## config.mk

```make
export PLATFORM = sky130hd
export DESIGN_NAME = box_overlay
export DESIGN_NICKNAME = d
export VERILOG_FILES = /design/src/rtl/box_overlay.sv
export SDC_FILE = /design/constraint.sdc
export NUM_CORES = 1
export LEC_CHECK = 0
export BUFFER_PORTS_ARGS = -buffer_cell sky130_fd_sc_hd__buf_4
export CAP_MARGIN = 20
export CORE_ASPECT_RATIO = 1.4
export CORE_MARGIN = 5
export CORE_UTILIZATION = 55
export CTS_BUF_LIST = sky130_fd_sc_hd__clkbuf_8
export CTS_CLUSTER_DIAMETER = 120
export CTS_CLUSTER_SIZE = 14
export DETAILED_ROUTE_END_ITERATION = 8
export PLACE_DENSITY_LB_ADDON = 0.08
export SETUP_SLACK_MARGIN = 0.05
export SLEW_MARGIN = 40
export SYNTH_ARGS = -nofsm -noshare
export SYNTH_HDL_FRONTEND = slang
export SYNTH_SLANG_ARGS = --single-unit
```

## constraint.sdc

```tcl
create_clock -name clk -period 20.6 [get_ports clk]
set_clock_uncertainty 0.1 [all_clocks]
set_input_delay 2.06 -clock clk [delete_from_list [all_inputs] [get_ports clk]]
set_output_delay 2.06 -clock clk [all_outputs]
set_load 0.05 [all_outputs]
```

## src/rtl/box_overlay.sv

```systemverilog
// box_overlay: draws up to N_BOX rectangle outlines over an RGB video stream, 2-clock latency.
// Define BOX_OVERLAY_ALPHA_EN to blend box colour 50% with the pixel instead of replacing it.
module box_overlay #(
  parameter  int N_BOX  = 4,
  parameter  int H_ACT  = 1280,
  parameter  int V_ACT  = 720,
  parameter  int BORDER = 2,
  localparam int XW     = $clog2(H_ACT),
  localparam int YW     = $clog2(V_ACT),
  localparam int IW     = $clog2(N_BOX)
) (
  input  logic          clk,
  input  logic          rst,
  input  logic          cfg_valid,
  output logic          cfg_ready,
  input  logic [IW-1:0] cfg_idx,
  input  logic          cfg_en,
  input  logic [XW-1:0] cfg_sx,
  input  logic [XW-1:0] cfg_ex,
  input  logic [YW-1:0] cfg_sy,
  input  logic [YW-1:0] cfg_ey,
  input  logic [23:0]   cfg_color,
  input  logic          i_vsync,
  input  logic          i_hsync,
  input  logic          i_de,
  input  logic [7:0]    i_r,
  input  logic [7:0]    i_g,
  input  logic [7:0]    i_b,
  output logic          o_vsync,
  output logic          o_hsync,
  output logic          o_de,
  output logic [7:0]    o_r,
  output logic [7:0]    o_g,
  output logic [7:0]    o_b
);

  typedef struct packed {
    logic          en;
    logic [XW-1:0] sx;
    logic [YW-1:0] sy;
    logic [XW-1:0] ex;
    logic [YW-1:0] ey;
    logic [23:0]   color;
  } box_t;

  localparam logic [XW:0]   BX    = (XW+1)'(BORDER);
  localparam logic [YW:0]   BY    = (YW+1)'(BORDER);
  localparam logic [XW-1:0] X_MAX = XW'(H_ACT - 1);
  localparam logic [YW-1:0] Y_MAX = YW'(V_ACT - 1);

  box_t          shadow [N_BOX];
  box_t          live   [N_BOX];

  logic          vs_prev, de_prev, ready_q;
  logic          vs_edge;
  logic [XW-1:0] x_q;
  logic [YW-1:0] y_q;

  logic          s1_vs, s1_hs, s1_de;
  logic [23:0]   s1_rgb;
  logic [XW-1:0] s1_x;
  logic [YW-1:0] s1_y;

  logic          hit_any;
  logic [23:0]   hit_color;
  logic [23:0]   mix_rgb;

  assign vs_edge = i_vsync & ~vs_prev;
  // Writes stall on the commit cycle so the shadow table is stable while it is copied.
  assign cfg_ready = ready_q & ~vs_edge & ~rst;

  // One extra bit of headroom so sx+BORDER / x+BORDER never wrap at the right/bottom edge.
  function automatic logic box_hit(input box_t b, input logic [XW-1:0] x, input logic [YW-1:0] y);
    logic [XW:0] xe, sx, ex;
    logic [YW:0] ye, sy, ey;
    logic        outer, inner;
    xe    = {1'b0, x};
    sx    = {1'b0, b.sx};
    ex    = {1'b0, b.ex};
    ye    = {1'b0, y};
    sy    = {1'b0, b.sy};
    ey    = {1'b0, b.ey};
    outer = b.en && (xe >= sx) && (xe <= ex) && (ye >= sy) && (ye <= ey);
    inner = (xe >= sx + BX) && (xe + BX <= ex) && (ye >= sy + BY) && (ye + BY <= ey);
    return outer && !inner;
  endfunction

`ifdef BOX_OVERLAY_ALPHA_EN
  function automatic logic [7:0] avg8(input logic [7:0] a, input logic [7:0] b);
    logic [8:0] sum;
    sum = {1'b0, a} + {1'b0, b};
    return sum[8:1];
  endfunction
`endif

  always_ff @(posedge clk) begin
    // NOTE: sequential state uses non-blocking assignments so every register samples pre-edge values.
    if (rst) begin
      vs_prev <= 1'b0;
      de_prev <= 1'b0;
      ready_q <= 1'b0;
      x_q     <= '0;
      y_q     <= '0;
      // NOTE: the box tables are reset explicitly; an unreset slot could draw garbage after power-up.
      for (int k = 0; k < N_BOX; k++) begin
        shadow[k] <= '0;
        live[k]   <= '0;
      end
    end else begin
      vs_prev <= i_vsync;
      de_prev <= i_de;
      ready_q <= 1'b1;

      if (!i_de)
        x_q <= '0;
      else if (x_q != X_MAX)
        x_q <= x_q + 1'b1;

      if (vs_edge)
        y_q <= '0;
      else if (!i_de && de_prev && (y_q != Y_MAX))
        y_q <= y_q + 1'b1;

      if (cfg_valid && cfg_ready && (int'(cfg_idx) < N_BOX))
        shadow[cfg_idx] <= '{en: cfg_en, sx: cfg_sx, sy: cfg_sy,
                             ex: cfg_ex, ey: cfg_ey, color: cfg_color};

      if (vs_edge)
        for (int k = 0; k < N_BOX; k++)
          live[k] <= shadow[k];
    end
  end

  always_ff @(posedge clk) begin
    if (rst) begin
      s1_vs  <= 1'b0;
      s1_hs  <= 1'b0;
      s1_de  <= 1'b0;
      s1_rgb <= '0;
      s1_x   <= '0;
      s1_y   <= '0;
    end else begin
      s1_vs  <= i_vsync;
      s1_hs  <= i_hsync;
      s1_de  <= i_de;
      s1_rgb <= {i_r, i_g, i_b};
      s1_x   <= x_q;
      s1_y   <= y_q;
    end
  end

  always_comb begin
    // NOTE: combinational logic uses blocking assignments with a default first, so no latch is inferred.
    hit_any   = 1'b0;
    hit_color = '0;
    // Later slots overwrite earlier ones: the highest-index hit wins.
    for (int k = 0; k < N_BOX; k++) begin
      if (box_hit(live[k], s1_x, s1_y)) begin
        hit_any   = 1'b1;
        hit_color = live[k].color;
      end
    end
  end

  always_comb begin
    mix_rgb = s1_rgb;
    if (s1_de && hit_any) begin
`ifdef BOX_OVERLAY_ALPHA_EN
      mix_rgb = {avg8(hit_color[23:16], s1_rgb[23:16]),
                 avg8(hit_color[15:8],  s1_rgb[15:8]),
                 avg8(hit_color[7:0],   s1_rgb[7:0])};
`else
      mix_rgb = hit_color;
`endif
    end
  end

  always_ff @(posedge clk) begin
    if (rst) begin
      o_vsync <= 1'b0;
      o_hsync <= 1'b0;
      o_de    <= 1'b0;
      o_r     <= '0;
      o_g     <= '0;
      o_b     <= '0;
    end else begin
      o_vsync <= s1_vs;
      o_hsync <= s1_hs;
      o_de    <= s1_de;
      o_r     <= mix_rgb[23:16];
      o_g     <= mix_rgb[15:8];
      o_b     <= mix_rgb[7:0];
    end
  end

endmodule
```

After elaboration in Yosys (flattened, before gate mapping) --
Memories as Yosys holds them, arrays and structs flattened. Cells that the tools add are included.
Cells by class: $add $sub $neg 12, magnitude comparators 32, eq/ne operators 2, multiplexer cells 25, bitwise gates (word level) 11, reductions and logical operators 44
Operator list (number):
- two-way mux 67 bit | 5
- two-way mux 24 bit | 5
- OR reduction 67 bit | 1
- adder 11 x 2 -> 12 bit, second input constant | 5
- adder 10 x 2 -> 11 bit, second input constant | 5
- >= comparator 11 x 12 -> 1 bit | 4
- <= comparator 12 x 11 -> 1 bit | 4
- >= comparator 10 x 11 -> 1 bit | 4
- >= comparator 11 bit | 4
- <= comparator 11 x 10 -> 1 bit | 4
- <= comparator 11 bit | 4
- >= comparator 10 bit | 4
- <= comparator 10 bit | 4
- logical AND 1 bit | 36
- two-way mux 1 bit | 14
- adder 11 x 1 -> 11 bit, second input constant | 1
- inequality test 11 bit, second input constant | 1
- adder 10 x 1 -> 10 bit, second input constant | 1
- inequality test 10 bit, second input constant | 1
- zero test 1 bit | 5
- NOT 1 bit | 4
- bitwise OR 1 bit | 4
- OR reduction 2 bit | 2
- AND 1 bit | 3
- two-way mux 2 bit | 1
Storage, ports and cells: flip-flop bits (word level) 97, memory bits (writable) 536, memories kept 2
Memory list:
- live | words 4, width 67, read ports 4, clocked after Yosys merged registers in 0, write ports 4, line 52 | box_t live [N_BOX];
- shadow | words 4, width 67, read ports 4, clocked after Yosys merged registers in 0, write ports 4, line 51 | box_t shadow [N_BOX];

Depth between registers and ports, before layout --
Gate-level depths: netlist of the first run.
word-level depth 13, mapped depth 17, gate-level depth less buffers 16

Worst setup path after synthesis of the first run --
OpenSTA, ideal clock, no wires.
path type in2reg, from input port rst, to memory live[0][0] (netlist name), enable pin, library setup time 0.739 ns, arrival 9.889 ns, required time 19.761 ns, path slack 9.873 ns, stages 3, buffers on the path 2, cells stage by stage clkbuf_1 a21o_1 clkbuf_1
RTL lines:
- from (decl) | line 13 | input logic rst,
- to (decl) | line 52

Worst setup path after layout of the first run --
from input port rst, to output port cfg_ready
On the way: longest elaborated chain between the ends 2
RTL lines:
- NOT 1 bit | line 70 | assign cfg_ready = ready_q & ~vs_edge & ~rst;
- AND 1 bit | line 70
- to (decl) | line 15 | output logic cfg_ready,
Every way passes these cells.

==> flow_summary.toml, run 1 <==
[clock_tree]
cts.repair.resized = 0
hold_buffers = 0
post_cts_buffers = 0
clk_latency_ps = 680
cts-root-buf = "clkbuf_8"
cts_buffers = 51
cts_sinks = 633
htree_levels = 2
cts.clk_slew.worst_paths_ps = 90
clockBufferDepth = 3
cts_tree = "done"

[logic_synthesis]
synth_top_flop_cell = "edfxtp_1"
syn_inst = 2746
ys_ff_latch = 633
synth_top_area_cell = "edfxtp_1"
synth_area_leaders = "edfxtp_1 49%, ha_1 13%, and3_1 6.7%, dfxtp_1 5.9%, and2_1 3.9%"
yosysMostFrequentCell = "edfxtp_1"
netlist_area_um2 = 32800
synth-edff-count = 536
synth_top_area_share_pct = 49.1
ys_seq_area_share_pct = 55.0
ys_types = 73
syn_nets = 3177
synth_common_cells = "536 x edfxtp_1, 349 x and3_1, 332 x ha_1, 219 x inv_1, 203 x and2_1"
syn_avg_cell_area_um2 = 11.9
yosys_warnings = 0
synthArstFlopShare_pct = 0

[setup_path]
endpoint_kind = "output port"
crit_type = "input port to output port"
crit_arrival_ps = 4150
cp.required_ps = 18440
startpoint = "rst"
crit_fanout = 69
reg2reg_from = "s1_x[4]"
cp-start-kind = "input port"

[finish]
area_growth_pct = 8.35
nets = 3278
final_util_pct = 59.8
register_area_um2 = 18000
stdcell_count = 3639
drive_above_1_share_pct = 10.6
multi_input_area_um2 = 13500
nFillCells = 4913

[min_path]
hold_start = "s1_hs"
hp-class = "flip-flop to flip-flop"

[sta]
tightest_slew_ps = 881
layout_min_cycle_time_ps = 6310
final_max_slew_viol_count = 0
slew_headroom_pct = 41.3
setup_tns_ps = 0
fin_ws_ps = 14290
setup_violations = 0
rsz0062_at_grt = "false"
finalHoldViolCount = 0
fin_crit_sh_pct = 30.6
fmax_ghz = 0.159

[routing]
drtAntennaViolNets = 0
dr.first_iter.drc_count = 1226
dr.pass1.iters = 5
wire_per_inst_um = 23.1
viasPerCell = 5.92
vias = 21500
drc = 0
wl_um = 84200

[floorplan]
die-area_um2 = 64700
initial_core_util_pct = 55.2
rows = 106
core_um2 = 59400
die_x_um = 216
io_pins = 127
fp.dieH_um = 299

[power_and_ir_drop]
ir_drop_uv = 54.3
p_leak_nw = 15.8
p_per_area_nw_per_um2 = 66.0

[global_routing]
track_usage_pct = 25.8
grt_max_degree = 110
gr-total-overflow = 0
grt_pass1_vias = 22800
grt_first_pass_wirelength_um = 129000
antenna_found_initial = 4

[placement]
portBuffers = 126
dp_hpwl_um = 56600
pre_cts_slack_ps = 14000
place_congestion = 0.888
dp_cells = 3550

[job]
maxCapViolations = 0

[outcome]
outcome = "finished, final reports clean"
-- final cells by class --
class                   instances  area share, %
multi-input cells            1771           38.1
clock buffers                  52           2.01
well taps                     756           2.66
inverters                     222           2.36
diodes                          2         0.0141
flip-flops and latches        633           50.8
clock inverters                35          0.430
repair buffers                168           3.66
-- logic make-up after synthesis --
logic type | after synthesis | synth area share [%]
adders and majority gates | 332 | 12.7
buffers and inverters | 342 | 4.03
xor gates and xnor gates | 90 | 2.40
DFF | 633 | 55.0
muxes | 4 | 0.122
AOI/OAI and AO/OA | 373 | 8.76
and+or+nand+nor | 972 | 17.0
-- per-layer routing --
| metal | wire length, µm | up-vias | GRT usage, % | part of all wire, % |
|---|---|---|---|---|
| met5 | 0 | - | 0 | 0 |
| met1 | 32400 | 10600 | 30.1 | 38 |
| met2 | 43600 | 559 | 47.2 | 52 |
| li1 | - | 10200 | - | - |
| met4 | 4390 | 0 | 11.8 | 5.2 |
| met3 | 3810 | 229 | 3.51 | 4.5 |
-- path summary, 6_finish.rpt --
check / to / slack, ps / cells after the start
setup / recovery: cfg_ready / 14290 / 5
hold / removal: o_hsync / 350 / 1
setup reg to reg: o_r[7] / 15090 / 16
hold reg to reg: o_hsync / 350 / 1
-- flip-flops by register name, indices dropped and copies added (netlist names) --
name / flops
o_vsync: 1
s1_de: 1
s1_x: 11
o_de: 1
o_hsync: 1
s1_hs: 1
shadow: 268
live: 268
s1_rgb: 24
s1_y: 10
s1_vs: 1
o_r: 8
y_q: 10
ready_q: 1
x_q: 11
o_b: 8
o_g: 8
-- layout by cell type (no fill, tap or decap), types with 4 or more instances in the layout --
cell type  instances
a211oi_1          18
nor2b_1           69
nand2b_1          12
a2111oi_0         11
o2bb2ai_1          5
dfxtp_1           97
clkbuf_8          52
a22oi_2           20
o211ai_1          12
a21oi_1          100
xnor2_1           72
a22oi_1            5
mux2i_1            4
a31oi_1            8
edfxtp_1         536
o21ai_0           48
o2bb2ai_2         20
a21o_1            26
ha_1             332
o21a_1            10
xor2_1            18
o221ai_2          20
and2_1           203
nand3_1           73
nor3_1            25
and3_1           349
buf_4            161
o221ai_1           5
inv_1            251
o21bai_1           9
buf_6              4
or3_1              7
nand4_1           38
o21ai_1           15
nor2_1           101
nand2_1           66
-- power breakdown --
part           switching (mW)  leakage [nW]  internal (mW)  total (mW)
clock network           0.411         0.556          0.236       0.647
logic                   0.147          8.68         0.0775       0.225
registers              0.0245          6.55           1.45        1.47
-- critical path, stage by stage --
cell	delay, ps
buf_4	320
a21o_4	520
nor2_4	160
buf_4	710
buf_4	330
-- through the flow --
stage / cell area [µm²] / hold slack (ps) / power [mW]
3_5_place_dp: 34600 / 324 / 1.73
3_3_place_gp: 34600 / 318 / 1.72
6_report: 35500 / 349 / 2.35
5_1_grt: 35500 / 363 / 2.44
4_1_cts: 35500 / 355 / 2.37
2_1_floorplan: 32800 / 310 / 1.64
No activity file was read; power rests on OpenSTA's default activity.
==> run 2, diff against run 1 <==
- clock period: 20.6 -> 5.2 ns (I/O delays scaled with it)
==> run 2 against run 1 <==
Register-to-register slack lost 15000 ps. Critical endpoint is now o_b[0]. Die area is the same. Core utilization grew 1.4 points.
==> flow_summary.toml, run 2 (same netlist as run 1, synthesis figures left out) <==
[setup_path]
crit_arrival_ps = 5140
reg2reg_to = "o_b[0]"
crit_fanout = 24
startpoint = "s1_x[1]"
cp-start-kind = "flip-flop"
reg2reg_from = "s1_x[1]"
reg2regPathDepth = 16
cp.required_ps = 5730
endpoint = "o_b[0]"
crit_type = "flip-flop to flip-flop"
r2r_slack_ps = 590
endpoint_kind = "flip-flop"

[sta]
setup_tns_ps = 0
layout_min_cycle_time_ps = 4610
slew_headroom_pct = 40.6
setup_violations = 0
finalHoldViolCount = 0
fin_crit_sh_pct = 88.7
rsz0062_at_grt = "false"
tightest_slew_ps = 890
final_max_slew_viol_count = 0
fmax_ghz = 0.217

[power_and_ir_drop]
p_per_area_nw_per_um2 = 259
clkPwrFrac_pct = 27.7
ir_drop_uv = 256
p_seq_share_pct = 62.1
internal_power_mw = 7.02
p_total_mw = 9.41
p_sw_share_pct = 25.4
p_leak_nw = 16.2
comb_power_share_pct = 10.2
p_sw_mw = 2.39

[global_routing]
grt_pass1_vias = 22700
grt_first_pass_wirelength_um = 134000
track_usage_pct = 26.9
antenna_found_initial = 1
grt_max_degree = 112
gr-total-overflow = 0

[finish]
reg_top3 = "live (268), shadow (268), s1_rgb (24)"
final_common_cell = "edfxtp_1"
register_area_um2 = 18000
final_util_pct = 61.2
final_cell_mix = "536 x edfxtp_1, 349 x and3_1, 332 x ha_1"
nFillCells = 4782
multi_input_area_um2 = 13500
nets = 3354
area_growth_pct = 10.9
drive_above_1_share_pct = 10.8

[routing]
wire_per_inst_um = 23.7
viasPerCell = 5.89
drc = 0
dr.pass1.iters = 5
vias = 21900
drtAntennaViolNets = 0
dr.first_iter.drc_count = 1383
wl_um = 88400

[clock_tree]
cts_sinks = 633
cts_buffers = 51
post_cts_buffers = 0
htree_levels = 2
cts.clk_slew.worst_paths_ps = 100
clockBufferDepth = 3
cts.repair.resized = 0
clk_latency_ps = 700
cts_tree = "done"
hold_buffers = 61
cts-root-buf = "clkbuf_8"

[floorplan]
core_um2 = 59400
die-area_um2 = 64700
die_x_um = 216
io_pins = 127
fp.dieH_um = 299
rows = 106
initial_core_util_pct = 55.2

[placement]
dp_hpwl_um = 60700
portBuffers = 126
place_congestion = 0.934

[job]
maxCapViolations = 0

[min_path]
hp-class = "input port to flip-flop"

[outcome]
outcome = "finished, final reports clean"
run 2: cell count changes in the layout (fill, tap and decap cells not counted), sizes merged:
cell         delta
clkinvlp        -1
dlygate4sd3    +61
clkinv          +2
clkbuf          -1
diode           -1
buf            +15
inv             +9
run 2: how the worst min path moves through the flow:
| stage | start | end | depth (start not counted) |
|---|---|---|---|
| after global routing | cfg_ey[0] | shadow[2][24] | 2 |
| final | cfg_ey[0] | shadow[2][24] | 2 |
| after detailed placement | s1_rgb[23] | o_r[7] | 1 |
| after CTS | cfg_sy[0] | shadow[2][45] | 2 |
| after global placement | s1_hs | o_hsync | 1 |
| after floorplan | s1_rgb[0] | o_b[0] | 1 |
run 2: cell type report:
cell class	count	share of cell area (%)
multi-input combinational	1771	37.2
sequential	633	49.6
tap	756	2.60
inverter	222	2.31
antenna	1	0.00688
clock buffer	51	1.93
clock inverter	45	0.588
timing repair buffer	244	5.78
run 2: stage by stage:
step | instances | hold slack (ps) | area [µm²] | setup WS (ps)
floorplan | 2746 | 310 | 32800 | 196
global placement | 3562 | 323 | 34700 | 726
detailed placement | 3564 | 330 | 34800 | 678
CTS | 3721 | 3.51 | 36300 | 650
global route | 3723 | 6.21 | 36400 | 330
finish | 3723 | 44.4 | 36400 | 589
run 2: layer usage:
layer / track usage (%) / share of wire, % / up-vias
met5: 0 / 0 / -
met1: 32.6 / 39 / 10900
met4: 8.12 / 3.1 / 0
met3: 3.12 / 4.2 / 149
met2: 50.2 / 53 / 521
li1: - / - / 10400
run 2: power by group through the flow:
stage          clock network, mW  registers, mW  logic, mW
6_report                    2.61           5.85      0.956
5_1_grt                     2.87           5.87       1.05
4_1_cts                     2.68           5.85      0.959
3_5_place_dp                   0           5.97      0.917
3_3_place_gp                   0           5.96      0.894
2_1_floorplan                  0           5.97      0.523
run 2: critical path, cell delays in order, from the launching register on:
cell	delay (ps)
dfxtp_1	560
ha_1	270
nand2_1	70
nor2_1	210
nand3_1	120
xnor2_1	460
ha_1	350
a21o_1	180
a21oi_1	180
o21ai_0	110
o31ai_1	450
and4_4	330
nor2_1	40
nand4b_1	290
a21oi_4	210
buf_4	420
o2bb2ai_1	170
